### config.mk
export PLATFORM = sky130hd
export DESIGN_NAME = inst_encoder_flat
export DESIGN_NICKNAME = d
export VERILOG_FILES = /design/src/rtl/inst_encoder_if.sv /design/src/rtl/inst_encoder.sv /design/src/flat_wrapper.sv
export SDC_FILE = /design/constraint.sdc
export NUM_CORES = 1
export LEC_CHECK = 0
export BUFFER_PORTS_ARGS = -buffer_cell sky130_fd_sc_hd__buf_4
export CAP_MARGIN = 40
export CORE_MARGIN = 5
export CORE_UTILIZATION = 49
export DETAILED_ROUTE_END_ITERATION = 8
export HOLD_SLACK_MARGIN = 0.15
export PLACE_DENSITY = 0.86
export SYNTH_ARGS = -nofsm -noshare
export SYNTH_HDL_FRONTEND = slang
export SYNTH_SLANG_ARGS = --single-unit
### constraint.sdc
create_clock -name i_clk -period 2.7 [get_ports i_clk]
set_input_delay 0.27 -clock i_clk [delete_from_list [all_inputs] [get_ports i_clk]]
set_output_delay 0.27 -clock i_clk [all_outputs]
set_load 0.02 [all_outputs]
### src/rtl/inst_encoder_if.sv
// Field/handshake bundle between the boot loader front end and inst_encoder.
// master = loader side (drives instruction fields, consumes encoded words),
// slave  = encoder side.
interface inst_encoder_if #(
  parameter int unsigned ADDR_W = 32,
  parameter int unsigned CNT_W  = 16
);
  // Field input side
  logic              i_valid;
  logic              o_ready;
  logic [2:0]        i_immType;
  logic [6:0]        i_opcode;
  logic [4:0]        i_rd;
  logic [4:0]        i_rs1;
  logic [4:0]        i_rs2;
  logic [2:0]        i_funct3;
  logic [31:0]       i_imm;
  logic              i_addrLoad;
  logic [ADDR_W-1:0] i_addrVal;

  // Encoded word output side
  logic              o_valid;
  logic              i_ready;
  logic [31:0]       o_inst;
  logic [ADDR_W-1:0] o_addr;
  logic              o_immErr;
  logic [CNT_W-1:0]  o_errCnt;

  modport master (
    output i_valid, i_immType, i_opcode, i_rd, i_rs1, i_rs2, i_funct3,
           i_imm, i_addrLoad, i_addrVal, i_ready,
    input  o_ready, o_valid, o_inst, o_addr, o_immErr, o_errCnt
  );

  modport slave (
    input  i_valid, i_immType, i_opcode, i_rd, i_rs1, i_rs2, i_funct3,
           i_imm, i_addrLoad, i_addrVal, i_ready,
    output o_ready, o_valid, o_inst, o_addr, o_immErr, o_errCnt
  );
endinterface

### src/rtl/inst_encoder.sv
// RV32 instruction encoder: packs decoded fields plus an immGen-style
// immediate back into a 32-bit instruction word, with range checking,
// one registered output stage and a running write address.
module inst_encoder #(
  parameter int unsigned           ADDR_W    = 32,
  parameter logic [ADDR_W-1:0]     BASE_ADDR = ADDR_W'(32'h0000_0000),
  parameter int unsigned           CNT_W     = 16
) (
  input logic           i_clk,
  input logic           i_rst,
  inst_encoder_if.slave bus
);

  // Immediate format codes
  localparam logic [2:0] IMM_I = 3'd0;
  localparam logic [2:0] IMM_S = 3'd1;
  localparam logic [2:0] IMM_B = 3'd2;
  localparam logic [2:0] IMM_U = 3'd3;
  localparam logic [2:0] IMM_J = 3'd4;

  localparam logic [ADDR_W-1:0] ADDR_STEP = ADDR_W'(4);
  localparam logic [CNT_W-1:0]  CNT_MAX   = {CNT_W{1'b1}};

  logic [31:0] imm;
  logic [31:0] imm_keep;
  logic [31:0] inst_c;
  logic        err_c;
  logic        accept;
  logic        handshake;

  assign imm       = bus.i_imm;
  assign bus.o_ready = !bus.o_valid || bus.i_ready;
  assign accept    = bus.i_valid && bus.o_ready;
  assign handshake = bus.o_valid && bus.i_ready;

  // Range-check the immediate and scatter it into the format's bit positions;
  // an out-of-range immediate contributes no bits to the word.
  always_comb begin
    err_c    = 1'b0;
    imm_keep = imm;
    inst_c   = 32'h0;
    case (bus.i_immType)
      IMM_I: begin
        err_c    = !((&imm[31:11]) || !(|imm[31:11]));
        imm_keep = err_c ? 32'h0 : imm;
        inst_c   = {imm_keep[11:0], bus.i_rs1, bus.i_funct3, bus.i_rd,
                    bus.i_opcode};
      end
      IMM_S: begin
        err_c    = !((&imm[31:11]) || !(|imm[31:11]));
        imm_keep = err_c ? 32'h0 : imm;
        inst_c   = {imm_keep[11:5], bus.i_rs2, bus.i_rs1, bus.i_funct3,
                    imm_keep[4:0], bus.i_opcode};
      end
      IMM_B: begin
        err_c    = imm[0] || !((&imm[31:12]) || !(|imm[31:12]));
        imm_keep = err_c ? 32'h0 : imm;
        inst_c   = {imm_keep[12], imm_keep[10:5], bus.i_rs2, bus.i_rs1,
                    bus.i_funct3, imm_keep[4:1], imm_keep[11], bus.i_opcode};
      end
      IMM_U: begin
        err_c    = |imm[11:0];
        imm_keep = err_c ? 32'h0 : imm;
        inst_c   = {imm_keep[31:12], bus.i_rd, bus.i_opcode};
      end
      IMM_J: begin
        err_c    = imm[0] || !((&imm[31:20]) || !(|imm[31:20]));
        imm_keep = err_c ? 32'h0 : imm;
        inst_c   = {imm_keep[20], imm_keep[10:1], imm_keep[11],
                    imm_keep[19:12], bus.i_rd, bus.i_opcode};
      end
      default: begin
        err_c    = 1'b1;
        imm_keep = 32'h0;
        inst_c   = 32'h0;
      end
    endcase
  end

  // Output stage: load on accept, drop valid once the held word is taken.
  always_ff @(posedge i_clk or posedge i_rst) begin
    if (i_rst) begin
      bus.o_valid  <= 1'b0;
      bus.o_inst   <= 32'h0;
      bus.o_immErr <= 1'b0;
    end else if (accept) begin
      bus.o_valid  <= 1'b1;
      bus.o_inst   <= inst_c;
      bus.o_immErr <= err_c;
    end else if (handshake) begin
      bus.o_valid  <= 1'b0;
    end
  end

  // Write address: explicit load wins over the post-handshake advance.
  always_ff @(posedge i_clk or posedge i_rst) begin
    if (i_rst) begin
      bus.o_addr <= BASE_ADDR;
    end else if (bus.i_addrLoad) begin
      bus.o_addr <= bus.i_addrVal;
    end else if (handshake) begin
      bus.o_addr <= bus.o_addr + ADDR_STEP;
    end
  end

  // Saturating count of errored words that actually left the encoder.
  always_ff @(posedge i_clk or posedge i_rst) begin
    if (i_rst) begin
      bus.o_errCnt <= '0;
    end else if (handshake && bus.o_immErr && (bus.o_errCnt != CNT_MAX)) begin
      bus.o_errCnt <= bus.o_errCnt + CNT_W'(1);
    end
  end

endmodule

### src/flat_wrapper.sv
// flat-port wrapper written by rule: the top's interface ports become plain ports
module inst_encoder_flat 
#(
  parameter int unsigned           ADDR_W    = 32,
  parameter logic [ADDR_W-1:0]     BASE_ADDR = ADDR_W'(32'h0000_0000),
  parameter int unsigned           CNT_W     = 16
)
  (i_clk, i_rst, bus_i_valid, bus_i_immType, bus_i_opcode, bus_i_rd, bus_i_rs1, bus_i_rs2, bus_i_funct3, bus_i_imm, bus_i_addrLoad, bus_i_addrVal, bus_i_ready, bus_o_ready, bus_o_valid, bus_o_inst, bus_o_addr, bus_o_immErr, bus_o_errCnt);
  inst_encoder_if #(.ADDR_W(ADDR_W), .CNT_W(CNT_W)) bus_i ();
  input logic i_clk;
  input logic i_rst;
  input wire logic [$bits(bus_i.i_valid)-1:0] bus_i_valid;
  input wire logic [$bits(bus_i.i_immType)-1:0] bus_i_immType;
  input wire logic [$bits(bus_i.i_opcode)-1:0] bus_i_opcode;
  input wire logic [$bits(bus_i.i_rd)-1:0] bus_i_rd;
  input wire logic [$bits(bus_i.i_rs1)-1:0] bus_i_rs1;
  input wire logic [$bits(bus_i.i_rs2)-1:0] bus_i_rs2;
  input wire logic [$bits(bus_i.i_funct3)-1:0] bus_i_funct3;
  input wire logic [$bits(bus_i.i_imm)-1:0] bus_i_imm;
  input wire logic [$bits(bus_i.i_addrLoad)-1:0] bus_i_addrLoad;
  input wire logic [$bits(bus_i.i_addrVal)-1:0] bus_i_addrVal;
  input wire logic [$bits(bus_i.i_ready)-1:0] bus_i_ready;
  output wire logic [$bits(bus_i.o_ready)-1:0] bus_o_ready;
  output wire logic [$bits(bus_i.o_valid)-1:0] bus_o_valid;
  output wire logic [$bits(bus_i.o_inst)-1:0] bus_o_inst;
  output wire logic [$bits(bus_i.o_addr)-1:0] bus_o_addr;
  output wire logic [$bits(bus_i.o_immErr)-1:0] bus_o_immErr;
  output wire logic [$bits(bus_i.o_errCnt)-1:0] bus_o_errCnt;
  assign bus_i.i_valid = bus_i_valid;
  assign bus_i.i_immType = bus_i_immType;
  assign bus_i.i_opcode = bus_i_opcode;
  assign bus_i.i_rd = bus_i_rd;
  assign bus_i.i_rs1 = bus_i_rs1;
  assign bus_i.i_rs2 = bus_i_rs2;
  assign bus_i.i_funct3 = bus_i_funct3;
  assign bus_i.i_imm = bus_i_imm;
  assign bus_i.i_addrLoad = bus_i_addrLoad;
  assign bus_i.i_addrVal = bus_i_addrVal;
  assign bus_i.i_ready = bus_i_ready;
  assign bus_o_ready = bus_i.o_ready;
  assign bus_o_valid = bus_i.o_valid;
  assign bus_o_inst = bus_i.o_inst;
  assign bus_o_addr = bus_i.o_addr;
  assign bus_o_immErr = bus_i.o_immErr;
  assign bus_o_errCnt = bus_i.o_errCnt;
  inst_encoder #(.ADDR_W(ADDR_W), .BASE_ADDR(BASE_ADDR), .CNT_W(CNT_W)) u_core (.i_clk(i_clk), .i_rst(i_rst), .bus(bus_i));
endmodule
==> flow_metrics.py, run 1 <==
metrics = {
    "outcome": {
        "outcome": "finished, final reports clean",
    },
    "synthesis": {
        "synth_compound_area_share_pct": 19.0,
        "synth_xor_area_share_pct": 8.57,
        "syn_nets": 566,
        "syn_inst": 467,
        "yosys.area_share.simple_pct": 22.3,
        "synth.most_common_cell": "dfrtp_1",
        "yosysSeqAreaShare_pct": 45.6,
        "synthMuxAreaShare_pct": 0.974,
        "synth_top_family_by_area": "simple AND/OR/NAND/NOR gates",
        "yosysUniqueCellTypes": 60,
        "synth-seq-cells": 82,
        "synthTopCellsByArea": "dfrtp_1, nand2_1, xnor2_1",
        "syn_area_mm2": 0.00450,
        "synth_edf_count": 0,
        "synth_top_cell_by_area": "dfrtp_1",
        "yosysWarnings": 0,
        "syn_avg_cell_area_um2": 9.63,
        "ys.flop_type": "dfrtp_1",
        "synth_commonest_cells": "dfrtp_1, nand2_1, o21ai_0",
        "synthAdderAreaFrac_pct": 0.556,
        "synth.top_cell.area_share_pct": 45.6,
        "synthArstFlopShare_pct": 100,
    },
    "clock_tree": {
        "insertion_delay_ns": 0.35,
        "clockRootBuffer": "clkbuf_8",
        "cts_hold_buf": 46,
        "cts-resized-gates": 0,
        "cts_made_buffers": 9,
        "cts.path.max_buffers": 2,
        "clk_pin_slew_ns": 0.08,
        "cts_sinks": 82,
        "htreeDepth": 3,
        "cts_tree": "yes",
        "post-cts-setup-buffers": 0,
    },
    "placed_design": {
        "place_area_mm2": 0.00592,
        "gp_congestion": 0.846,
        "io_buffer_count": 179,
        "dp_hpwl_um": 10100,
        "place_ws_ns": 0.479,
    },
    "final_layout": {
        "synthToLayoutAreaGrowth_pct": 47.0,
        "drive_gt1_share_pct": 32.2,
        "diodes": 0,
        "post-route-cell-area_mm2": 0.00661,
        "multi_input_area_mm2": 0.00231,
        "fill_cells": 646,
        "nNetsFinal": 786,
        "ff_latch_area_mm2": 0.00205,
    },
    "floorplan": {
        "die_x_um": 106,
        "rows": 35,
        "initial_core_util_pct": 49.4,
        "dieArea_mm2": 0.0112,
        "core_mm2": 0.00911,
        "ioPinCount": 180,
        "dieHeight_um": 106,
    },
    "sta": {
        "slew-limit-headroom_pct": 38.7,
        "worst_pin_slew_ns": 0.914,
        "fin_ws_ns": 0.284,
        "tns_ns": 0,
        "finalHoldViolCount": 0,
        "fmax_ghz": 0.414,
        "fin_crit_sh_pct": 89.5,
        "finalClockSkew_ns": 0.0115,
        "drv_slew": 0,
        "hold_slack_ns": 0.159,
        "finalCriticalPeriod_ns": 2.42,
        "rsz0062_at_grt": "no",
        "setup_viol_count_final": 0,
    },
    "critical_path": {
        "cp.required_ns": 2.99,
        "endpoint_kind": "flip-flop",
        "setup.worst_path.start_class": "input port",
        "worstReg2RegEnd": "u_core.bus.o_inst[15]",
        "reg2reg_from": "u_core.bus.o_valid",
        "crit_fanout": 13,
        "worstSetupPathType": "in2reg",
        "crit_arrival_ns": 2.70,
        "rr_worst_depth": 5,
        "rrSetupSlack_ns": 0.51,
    },
    "global_route": {
        "grt_pass1_vias": 4689,
        "overflow": 0,
        "antenna_found_initial": 0,
        "grt_pass1_wl_um": 22900,
        "track_usage_pct": 25.3,
        "grt_max_degree": 63,
    },
    "pwr": {
        "p_per_area_mw_per_mm2": 512,
        "peakVddDrop_v": 0.000479,
        "p_leak_nw": 3.08,
    },
    "flow_run": {
        "maxCapViolations": 0,
    },
    "route": {
        "wirelength_um": 14200,
        "viasPerCell": 5.72,
        "routed-via-count": 4591,
        "drc": 0,
        "postRouteAntennaNets": 0,
        "dr.pass1.iters": 5,
        "post_drt_wl_per_cell_um": 17.7,
        "dr.first_iter.drc_count": 252,
    },
    "min_path": {
        "min_to": "u_core.bus.o_addr[6]",
        "hold_path.class": "in2reg",
        "min-delay-start": "bus_i_addrVal[6]",
        "whs_path_depth": 3,
    },
}
## flip-flops by register name, indices dropped and copies added, names as in the netlist
name / cells
u_core.bus.o_valid: 1
u_core.bus.o_immErr: 1
u_core.bus.o_addr: 32
u_core.bus.o_errCnt: 16
u_core.bus.o_inst: 32
## area by class of cell
| class | count | share of cell area [%] |
|---|---|---|
| Clock buffer | 11 | 2.29 |
| Clock inverter | 5 | 0.947 |
| Inverter | 9 | 0.530 |
| Multi-Input combinational cell | 355 | 35.0 |
| Sequential cell | 82 | 31.0 |
| Tap cell | 111 | 2.10 |
| Timing Repair Buffer | 230 | 28.1 |
## worst max-delay path, cell delays in order
cell and delay, ns:
dlygate4sd3_1 0.56, buf_4 0.15, or4_4 0.55, nor4_4 0.65, inv_2 0.10, a21oi_4 0.27
a21o_1 0.16
## worst max-delay path by stage
stage | cells past startpoint | endpoint | startpoint
floorplan | 1 | u_core.bus.o_addr[0] | i_rst
global placement | 6 | u_core.bus.o_inst[16] | bus_i_imm[7]
detailed placement | 5 | u_core.bus.o_inst[12] | u_core.bus.o_valid
CTS | 7 | u_core.bus.o_inst[16] | bus_i_imm[3]
global route | 7 | u_core.bus.o_inst[13] | bus_i_imm[3]
finish | 7 | u_core.bus.o_inst[16] | bus_i_imm[3]
## per-stage QoR
stage	cells	power (mW)	utilization, %
after CTS	802	3.40	72.4
after global routing	803	3.56	72.6
after global placement	740	2.37	65.0
after floorplan	467	1.95	-
final	803	3.39	72.6
after detailed placement	740	2.40	65.0
## power breakdown
group	switching (mW)	internal (mW)	leakage, nW
Clock	0.465	0.481	0.102
Sequential	0.159	1.36	1.04
Combinational	0.476	0.449	1.93
Total	1.10	2.29	3.08
## cells in the final DEF (no fill, tap or decap), types with 12 or more instances in the layout
cell type / count
a21oi_1: 12
a22o_1: 17
buf_4: 182
dfrtp_1: 82
dlygate4sd3_1: 47
nand2_1: 70
nand3_1: 18
nand4_1: 18
nor2_1: 19
o21ai_0: 31
xnor2_1: 22
xor2_1: 22
## metal layers
metal | up-vias | part of all wire (%) | global-route usage, %
li1 | 2156 | - | -
met1 | 2193 | 39 | 30.6
met2 | 212 | 51 | 44.5
met3 | 30 | 7.8 | 5.76
met4 | 0 | 2.2 | 7.86
met5 | - | 0 | 0
## cells by family after synthesis
kind of cell    Yosys count
compound gates          119
xor+xnor                 44
fa+ha+maj                 2
buf+inv                  30
flops                    82
mux                       4
simple gates            186
(Power assumes the default switching activity.)
==> inputs of run 2 (changes only) <==
--- a/config.mk
+++ b/config.mk
@@ -11,7 +11,8 @@
 export CORE_UTILIZATION = 49
 export DETAILED_ROUTE_END_ITERATION = 8
 export HOLD_SLACK_MARGIN = 0.15
-export PLACE_DENSITY = 0.86
+export PLACE_DENSITY = 0.81
+export SKIP_CTS_REPAIR_TIMING = 1
 export SYNTH_ARGS = -nofsm -noshare
 export SYNTH_HDL_FRONTEND = slang
 export SYNTH_SLANG_ARGS = --single-unit
==> flow_metrics.py, run 2 (synthesis results as in run 1) <==
metrics = {
    "outcome": {
        "outcome": "finished, final reports clean",
    },
    "clock_tree": {
        "insertion_delay_ns": 0.36,
        "cts_sinks": 82,
        "cts_tree": "yes",
        "clk_pin_slew_ns": 0.08,
        "htreeDepth": 3,
        "cts.path.max_buffers": 2,
        "cts_made_buffers": 9,
        "clockRootBuffer": "clkbuf_8",
    },
    "route": {
        "dr.first_iter.drc_count": 240,
        "post_drt_wl_per_cell_um": 17.3,
        "viasPerCell": 5.70,
        "postRouteAntennaNets": 0,
        "wirelength_um": 13900,
        "drc": 0,
        "dr.pass1.iters": 5,
        "routed-via-count": 4580,
    },
    "final_layout": {
        "final_common_cell": "buf_4",
        "nNetsFinal": 787,
        "multi_input_area_mm2": 0.00231,
        "drive_gt1_share_pct": 32.2,
        "ff_latch_area_mm2": 0.00205,
        "post-route-cell-area_mm2": 0.00662,
        "diodes": 0,
        "layout_common_cells": "buf_4, dfrtp_1, nand2_1",
        "top_regs": "u_core.bus.o_addr (32), u_core.bus.o_inst (32), u_core.bus.o_errCnt (16)",
        "synthToLayoutAreaGrowth_pct": 47.1,
        "fill_cells": 659,
        "final_cells": 804,
    },
    "placed_design": {
        "io_buffer_count": 179,
        "place_area_mm2": 0.00592,
        "place_ws_ns": 0.473,
        "dp_hpwl_um": 9880,
        "gp_congestion": 0.881,
        "dp_cells": 740,
    },
    "min_path": {
        "min-delay-start": "bus_i_addrVal[12]",
        "whs_path_depth": 3,
        "min_to": "u_core.bus.o_addr[12]",
        "hold_path.class": "in2reg",
    },
    "floorplan": {
        "core_mm2": 0.00911,
        "initial_core_util_pct": 49.4,
        "rows": 35,
        "ioPinCount": 180,
        "die_x_um": 106,
        "dieArea_mm2": 0.0112,
        "dieHeight_um": 106,
    },
    "global_route": {
        "grt_max_degree": 63,
        "antenna_found_initial": 0,
        "overflow": 0,
        "track_usage_pct": 23.3,
        "grt_pass1_vias": 4394,
        "grt_pass1_wl_um": 21100,
    },
    "sta": {
        "fmax_ghz": 0.413,
        "tns_ns": 0,
        "finalCriticalPeriod_ns": 2.42,
        "slew-limit-headroom_pct": 39.6,
        "fin_ws_ns": 0.279,
        "drv_slew": 0,
        "worst_pin_slew_ns": 0.901,
        "fin_crit_sh_pct": 89.7,
        "setup_viol_count_final": 0,
        "finalHoldViolCount": 0,
        "rsz0062_at_grt": "no",
        "finalClockSkew_ns": 0.0126,
    },
    "flow_run": {
        "maxCapViolations": 0,
    },
    "critical_path": {
        "crit_chain": "dlygate4sd3_1 -> buf_4 -> or4_4 -> nor4_4 -> inv_2 -> a21oi_4 -> a21o_1",
        "endpoint_kind": "flip-flop",
        "rrSetupSlack_ns": 0.57,
        "worstSetupPathType": "in2reg",
        "setup.worst_path.start_class": "input port",
        "reg2reg_from": "u_core.bus.o_valid",
        "rr_worst_depth": 5,
        "worstReg2RegEnd": "u_core.bus.o_inst[19]",
        "cp.required_ns": 2.99,
        "startpoint": "bus_i_imm[4]",
        "crit_arrival_ns": 2.71,
        "crit_fanout": 13,
        "slowest_stage": "nor4_4",
        "cp_slowest_stage_delay_ns": 0.69,
    },
    "pwr": {
        "p_leak_nw": 3.08,
        "peakVddDrop_v": 0.000558,
        "p_per_area_mw_per_mm2": 512,
        "finalPower_mw": 3.39,
    },
}
## run 2: cell count changes in the layout (fill, tap and decap cells not counted), sizes merged
cell         delta
inv             +2
dlygate4sd3     +1
clkinv          -1
clkbuf          -1
## run 2: area by class of cell
cell class | count | share of cell area, %
multi-input cells | 355 | 34.9
flip-flops and latches | 82 | 31.0
repair buffers | 231 | 28.2
well taps | 111 | 2.10
clock buffers | 10 | 2.08
clock inverters | 6 | 1.12
inverters | 9 | 0.530
## run 2: through the flow
stage | utilization (%) | hold slack (ns)
4_1_cts | 67.4 | -0.0107
3_3_place_gp | 65.0 | 0.381
6_report | 72.6 | 0.142
2_1_floorplan | - | 0.378
3_5_place_dp | 65.0 | 0.383
5_1_grt | 72.6 | 0.151
## run 2: worst max path at each step
stage / endpoint / slack (ns)
after global placement: u_core.bus.o_inst[12] / 0.53
after CTS: u_core.bus.o_inst[15] / 0.51
after floorplan: u_core.bus.o_addr[0] / 0.32
final: u_core.bus.o_inst[12] / 0.28
after detailed placement: u_core.bus.o_inst[18] / 0.47
after global routing: u_core.bus.o_inst[13] / 0.20
## run 2: worst max-delay path: cells and delay by family
kind / cells / cell delay (ns)
AO/OA/AOI/OAI: 2 / 0.42
buffers and inverters: 3 / 0.80
AND/OR/NAND/NOR: 2 / 1.22
## run 2: power breakdown
part / internal (mW) / leakage (nW) / switching (mW)
clock: 0.464 / 0.101 / 0.490
combinational: 0.450 / 1.94 / 0.470
sequential: 1.36 / 1.04 / 0.156
## run 2: per-layer routing
metal  global-route usage (%)  vias up  wire length, µm
met5                        0        -                0
met4                     10.3        0              471
met3                     5.45       42              949
met2                     38.2      194             6990
met1                     29.3     2188             5490
li1                         -     2156                -
